$ cat config.mk
export PLATFORM = sky130hd
export DESIGN_NAME = joystick_ports
export DESIGN_NICKNAME = d
export VERILOG_FILES = /design/src/rtl/joy_pkg.sv /design/src/rtl/joy_debounce.sv /design/src/rtl/joystick_ports.sv
export SDC_FILE = /design/constraint.sdc
export NUM_CORES = 1
export LEC_CHECK = 0
export ABC_AREA = 1
export CAP_MARGIN = 20
export CORE_MARGIN = 5
export CORE_UTILIZATION = 51
export DETAILED_ROUTE_END_ITERATION = 7
export GPL_ROUTABILITY_DRIVEN = 0
export PLACE_DENSITY = 0.8
export REMOVE_ABC_BUFFERS = 1
export SYNTH_ARGS = -nofsm -noshare
export SYNTH_HDL_FRONTEND = slang
export SYNTH_SLANG_ARGS = --single-unit
$ cat constraint.sdc
create_clock -name clk -period 4.5 [get_ports clk]
set_clock_uncertainty 0.05 [all_clocks]
set_input_delay 0.45 -clock clk [delete_from_list [all_inputs] [get_ports clk]]
set_output_delay 0.45 -clock clk [all_outputs]
set_load 0.01 [all_outputs]
$ cat src/rtl/joy_pkg.sv
// Shared constants for the joystick front end: line order within a
// port, lines per port, and the debounce counter width helper.
package joy_pkg;

  localparam int JOY_FIRE  = 0;
  localparam int JOY_LEFT  = 1;
  localparam int JOY_RIGHT = 2;
  localparam int JOY_DOWN  = 3;
  localparam int JOY_UP    = 4;
  localparam int JOY_LINES = 5;

  // Width needed to count 0..n-1, never narrower than one bit.
  function automatic int cnt_width(input int n);
    return (n <= 2) ? 1 : $clog2(n);
  endfunction

endpackage

$ cat src/rtl/joy_debounce.sv
// One joystick line: synchroniser, polarity normalisation and debouncer.
// Ports: clk, rst_n, pin (raw level), pressed (debounced, 1 = pressed).
module joy_debounce
  import joy_pkg::*;
#(
  parameter int SYNC_STAGES     = 2,
  parameter int DEBOUNCE_CYCLES = 65536,
  parameter bit ACTIVE_LOW_IN   = 1'b1
) (
  input  logic clk,
  input  logic rst_n,
  input  logic pin,
  output logic pressed
);

  localparam int CW = cnt_width(DEBOUNCE_CYCLES);
  localparam logic REL = ACTIVE_LOW_IN;
  localparam logic [CW-1:0] LAST = CW'(DEBOUNCE_CYCLES - 1);

  logic [SYNC_STAGES-1:0] sync;
  logic [CW-1:0]          cnt;
  logic                   synced;

  always_ff @(posedge clk or negedge rst_n) begin
    if (!rst_n) sync <= {SYNC_STAGES{REL}};
    else        sync <= {sync[SYNC_STAGES-2:0], pin};
  end

  assign synced = sync[SYNC_STAGES-1] ^ REL;

  // A new level is accepted only after DEBOUNCE_CYCLES consecutive
  // cycles of disagreement with the stable state.
  always_ff @(posedge clk or negedge rst_n) begin
    if (!rst_n) begin
      cnt     <= '0;
      pressed <= 1'b0;
    end else if (synced == pressed) begin
      cnt <= '0;
    end else if (cnt == LAST) begin
      pressed <= synced;
      cnt     <= '0;
    end else begin
      cnt <= cnt + CW'(1);
    end
  end

endmodule

$ cat src/rtl/joystick_ports.sv
// Atari-style joystick front end: per-line debounce, per-port SOCD and
// optional autofire (macro JOYSTICK_AUTOFIRE_EN), port swap, registered out.
// Ports: clk, rst_n, pin_in, port_swap, autofire_sel -> joy_out,
// change_strobe, change_port.
module joystick_ports
  import joy_pkg::*;
#(
  parameter int NUM_PORTS       = 2,
  parameter int SYNC_STAGES     = 2,
  parameter int DEBOUNCE_CYCLES = 65536,
  parameter bit ACTIVE_LOW_IN   = 1'b1,
  parameter bit SOCD_NEUTRAL    = 1'b1,
  parameter int AUTOFIRE_PERIOD = 2000000
) (
  input  logic                           clk,
  input  logic                           rst_n,
  input  logic [NUM_PORTS*JOY_LINES-1:0] pin_in,
  input  logic                           port_swap,
  input  logic [NUM_PORTS-1:0]           autofire_sel,
  output logic [NUM_PORTS*JOY_LINES-1:0] joy_out,
  output logic                           change_strobe,
  output logic [1:0]                     change_port
);

  localparam int W = NUM_PORTS * JOY_LINES;

  logic [W-1:0] stable;
  logic [W-1:0] socd;
  logic [W-1:0] fired;
  logic [W-1:0] muxed;
  logic [W-1:0] diff;
  logic [1:0]   low;

  for (genvar g = 0; g < W; g++) begin : g_line
    joy_debounce #(
      .SYNC_STAGES    (SYNC_STAGES),
      .DEBOUNCE_CYCLES(DEBOUNCE_CYCLES),
      .ACTIVE_LOW_IN  (ACTIVE_LOW_IN)
    ) u_db (
      .clk    (clk),
      .rst_n  (rst_n),
      .pin    (pin_in[g]),
      .pressed(stable[g])
    );
  end

  always_comb begin
    socd = stable;
    if (SOCD_NEUTRAL) begin
      for (int p = 0; p < NUM_PORTS; p++) begin
        if (stable[p*JOY_LINES+JOY_LEFT] &&
            stable[p*JOY_LINES+JOY_RIGHT]) begin
          socd[p*JOY_LINES+JOY_LEFT]  = 1'b0;
          socd[p*JOY_LINES+JOY_RIGHT] = 1'b0;
        end
        if (stable[p*JOY_LINES+JOY_UP] &&
            stable[p*JOY_LINES+JOY_DOWN]) begin
          socd[p*JOY_LINES+JOY_UP]   = 1'b0;
          socd[p*JOY_LINES+JOY_DOWN] = 1'b0;
        end
      end
    end
  end

`ifdef JOYSTICK_AUTOFIRE_EN
  localparam int AW = cnt_width(AUTOFIRE_PERIOD);
  localparam logic [AW-1:0] AF_LAST = AW'(AUTOFIRE_PERIOD - 1);

  logic [AW-1:0] af_cnt;
  logic          phase;

  // Free-running; releasing fire does not restart the phase.
  always_ff @(posedge clk or negedge rst_n) begin
    if (!rst_n) begin
      af_cnt <= '0;
      phase  <= 1'b0;
    end else if (af_cnt == AF_LAST) begin
      af_cnt <= '0;
      phase  <= ~phase;
    end else begin
      af_cnt <= af_cnt + AW'(1);
    end
  end

  always_comb begin
    fired = socd;
    for (int p = 0; p < NUM_PORTS; p++) begin
      if (autofire_sel[p] && socd[p*JOY_LINES+JOY_FIRE])
        fired[p*JOY_LINES+JOY_FIRE] = phase;
    end
  end
`else
  logic unused_sel;
  assign unused_sel = ^autofire_sel;
  assign fired      = socd;
`endif

  if (NUM_PORTS > 1) begin : g_swap
    always_comb begin
      muxed = fired;
      if (port_swap) begin
        muxed[0 +: JOY_LINES]         = fired[JOY_LINES +: JOY_LINES];
        muxed[JOY_LINES +: JOY_LINES] = fired[0 +: JOY_LINES];
      end
    end
  end else begin : g_noswap
    logic unused_swap;
    assign unused_swap = port_swap;
    assign muxed       = fired;
  end

  assign diff = muxed ^ joy_out;

  // Scan downward so the lowest changed port wins.
  always_comb begin
    low = 2'd0;
    for (int p = NUM_PORTS - 1; p >= 0; p--) begin
      if (|diff[p*JOY_LINES +: JOY_LINES]) low = 2'(p);
    end
  end

  always_ff @(posedge clk or negedge rst_n) begin
    if (!rst_n) begin
      joy_out       <= '0;
      change_strobe <= 1'b0;
      change_port   <= 2'd0;
    end else begin
      joy_out       <= muxed;
      change_strobe <= |diff;
      if (|diff) change_port <= low;
    end
  end

endmodule

==> impl_metrics.toml <==
[final_layout]
seq_area_mm2 = 0.005080
num-fill-cells = 1658
nets = 1261
fin_util_pct = 58.57
multi_input_area_mm2 = 0.004317
area_delta_synth_final_pct = 13.19
layout.cells.non_filler = 1517
antenna_cells = 0
drive_above_1_share_pct = 9.904

[worst_setup_path]
worstReg2RegEnd = "g_line[3].u_db.cnt[0]"
arrival_ns = 1.48
critPathCaptureType = "primary output"
cp-start-kind = "flop"
crit_slowest_cell = "clkdlybuf4s50_1"
timing.rr.start = "g_line[3].u_db.cnt[0]"
path_buf_inv = 1
ff2ff_setup_slack_ns = 2.70
worstRegToRegCells = 6
cp_cell_sequence = "clkdlybuf4s50_1"
required_ns = 4.00
path_class = "reg2out"
cp_max_fo = 3
cpPeakStageDelay_ns = 0.57
cp_top_family = "buffers and inverters"

[logic_synthesis]
yosysWarnings = 0
synth-seq-cells = 202
synth_edf_count = 0
syn_avg_cell_area_um2 = 8.392
async_flop_share_pct = 100.0
synth_top_area_share_pct = 45.38
syn-cell-area_mm2 = 0.01004
yosysTopAreaCell = "dfrtp_1"
synth_cell_type_count = 37
syn_inst = 1196
yosysSeqAreaShare_pct = 50.61
synth_ff_type = "dfrtp_1"
yosys-top-cells-area = "dfrtp_1 (45%), nand2_1 (8.2%), nor2_1 (6.2%), nand3_1 (5.7%), inv_1 (5.6%)"

[hold_path]
hold_start = "g_line[8].u_db.sync[0]"
hold_path_end = "g_line[8].u_db.sync[1]"
min_path_cells = 0
min_path_type = "reg2reg"

[sta]
min_period_over_period_pct = 44.05
timing.hold.ws_ns = 0.3044
rsz0062_at_grt = "false"
final.setup.worst_slack_ns = 2.518
period_minus_slack_ns = 1.982
fmax_mhz = 504.5
finalSetupViolations = 0
fin_tns_setup_ns = 0
worst_slew_pin_slew_ns = 0.6302
slew_headroom_pct = 57.99
finalHoldViolCount = 0
final_max_slew_viol_count = 0

[pwr]
power_switching_mw = 0.8067
internal-power_mw = 3.064
clockPowerShare_pct = 48.3
power.density_mw_per_mm2 = 340.7
combPwrFrac_pct = 3.2
power_frac_seq_pct = 48.5
swShare_pct = 20.84
leakagePower_nw = 4.898
peakVddDrop_mv = 0.2127

[global_routing]
grt_overflow = 0
grt_pass1_wl_mm = 34.06
grt_pass1_vias = 7720
antenna_found_initial = 0
grt_max_degree = 82
track_usage_pct = 17.64

[floorplan]
coreArea_mm2 = 0.01940
fp.dieH_um = 150.3
die_area_mm2 = 0.02259
ios = 28
die_w_um = 150.3
rows = 51
start_util_pct = 51.74

[drt]
firstDrtPassIters = 5
drc_errors = 0
drt-initial-drc-count = 383
wl_per_cell_um = 12.58
viasPerCell = 5.152
vias = 7815
totalWireLength_mm = 19.08
ant_nets = 0

[job]
cap_violations = 0

[placement]
portBuffers = 24
dp_hpwl_mm = 13.42
dp.cells = 1476
place_ws_ns = 2.172

[clock_tree]
cts_tree = "built"
cts-root-buf = "clkbuf_16"
clock_latency_ns = 0.50
cts_max_level = 1
cts_sinks = 202
cts_buffer_depth = 3
clkTransAtPathRegs_ns = 0.06
cts_buffers = 22
ctsResizeCount = 0

[outcome]
status = "complete, no violations"
[placed cells by master, fill, tap and decap left out, types with 6 or more instances in the layout]
master / n
a21oi_1: 21
nor2_1: 166
dfstp_2: 20
nor3_2: 6
clkbuf_16: 23
nor3_1: 89
o21ai_0: 17
o21ai_1: 8
nor2_4: 9
nand3_2: 10
dfrtp_1: 182
or2_2: 8
nor3b_1: 7
nand4_1: 28
inv_1: 150
clkdlybuf4s50_1: 23
nor2_2: 18
xnor2_1: 24
ha_1: 10
nand2_1: 218
nand3_1: 115
clkinv_2: 6
xor2_1: 49
[per-layer routing]
metal,track usage [%],wire (µm),up-vias
met5,0,0,-
met4,4.071,314,0
met3,2.769,785,33
met2,30.75,9270,121
met1,23.25,8710,3730
li1,-,-,3931
[area by class of cell]
cell class              instances  area share (%)
repair buffers                 27           2.478
multi-input cells             828           38.00
flip-flops and latches        202           44.71
clock inverters                10           1.123
inverters                     155           5.121
well taps                     265           2.919
clock buffers                  30           5.650
[Yosys cell counts, types with 18 or more instances]
cell type,n
nand3_1,115
nand2_1,218
nor3_1,89
xnor2_1,24
inv_1,150
a21oi_1,21
xor2_1,49
dfrtp_1,182
nor2_1,166
nor2_2,18
dfstp_2,20
nand4_1,28
[power groups by stage]
stage                     clock [mW]  sequential (mW)  combinational (mW)
after floorplan                    0             1.90              0.0591
after detailed placement           0             1.91               0.127
final                           1.87             1.88               0.124
after global placement             0             1.91               0.123
after global routing            1.99             1.88               0.146
after CTS                       1.91             1.88               0.129
[through the flow]
step / area (µm²) / power [mW]
finish: 11360 / 3.871
global route: 11360 / 4.018
CTS: 11360 / 3.920
detailed placement: 10580 / 2.037
global placement: 10580 / 2.032
floorplan: 9978 / 1.963
[worst max-delay path by stage]
stage	start	end	slack, ns	depth (start not counted)
2_1_floorplan	g_line[0].u_db.cnt[0]	g_line[0].u_db.cnt[15]	3.04	8
3_3_place_gp	port_swap	change_port[0]	2.21	10
3_5_place_dp	port_swap	change_port[0]	2.17	10
4_1_cts	joy_out[1]	joy_out[1]	2.48	1
5_1_grt	port_swap	change_port[0]	2.42	10
6_report	joy_out[1]	joy_out[1]	2.52	1
[kinds of logic after synthesis]
logic type / Yosys count / share of synthesized area, %
flops: 202 / 50.61
xor+xnor: 73 / 6.370
other cells: 1 / 0.03736
compound gates: 56 / 3.042
buf+inv: 166 / 6.382
simple gates: 683 / 31.81
fa+ha+maj: 10 / 1.247
mux: 5 / 0.4986
[state kept, by name (all words and copies together), names as in the netlist]
| name | cells |
|---|---|
| g_line.u_db.pressed | 10 |
| g_line.u_db.cnt | 160 |
| g_line.u_db.sync | 20 |
| change_port | 1 |
| change_strobe | 1 |
| joy_out | 10 |
[timing repair]
action	4_1_cts	5_1_grt
endpoints found under the setup margin	0	0
hold buffers	1	0
buffers inserted	0	0
hold endpoints to repair	70	0
[worst register-to-register path, stage by stage, from the launching register on]
cell and delay (ns):
dfrtp_1 0.36, ha_1 0.19, nand3_1 0.14, nor3_1 0.28, nand3_1 0.35, inv_1 0.22, nor3_1 0.07
Power figures use the tool's default switching activity.
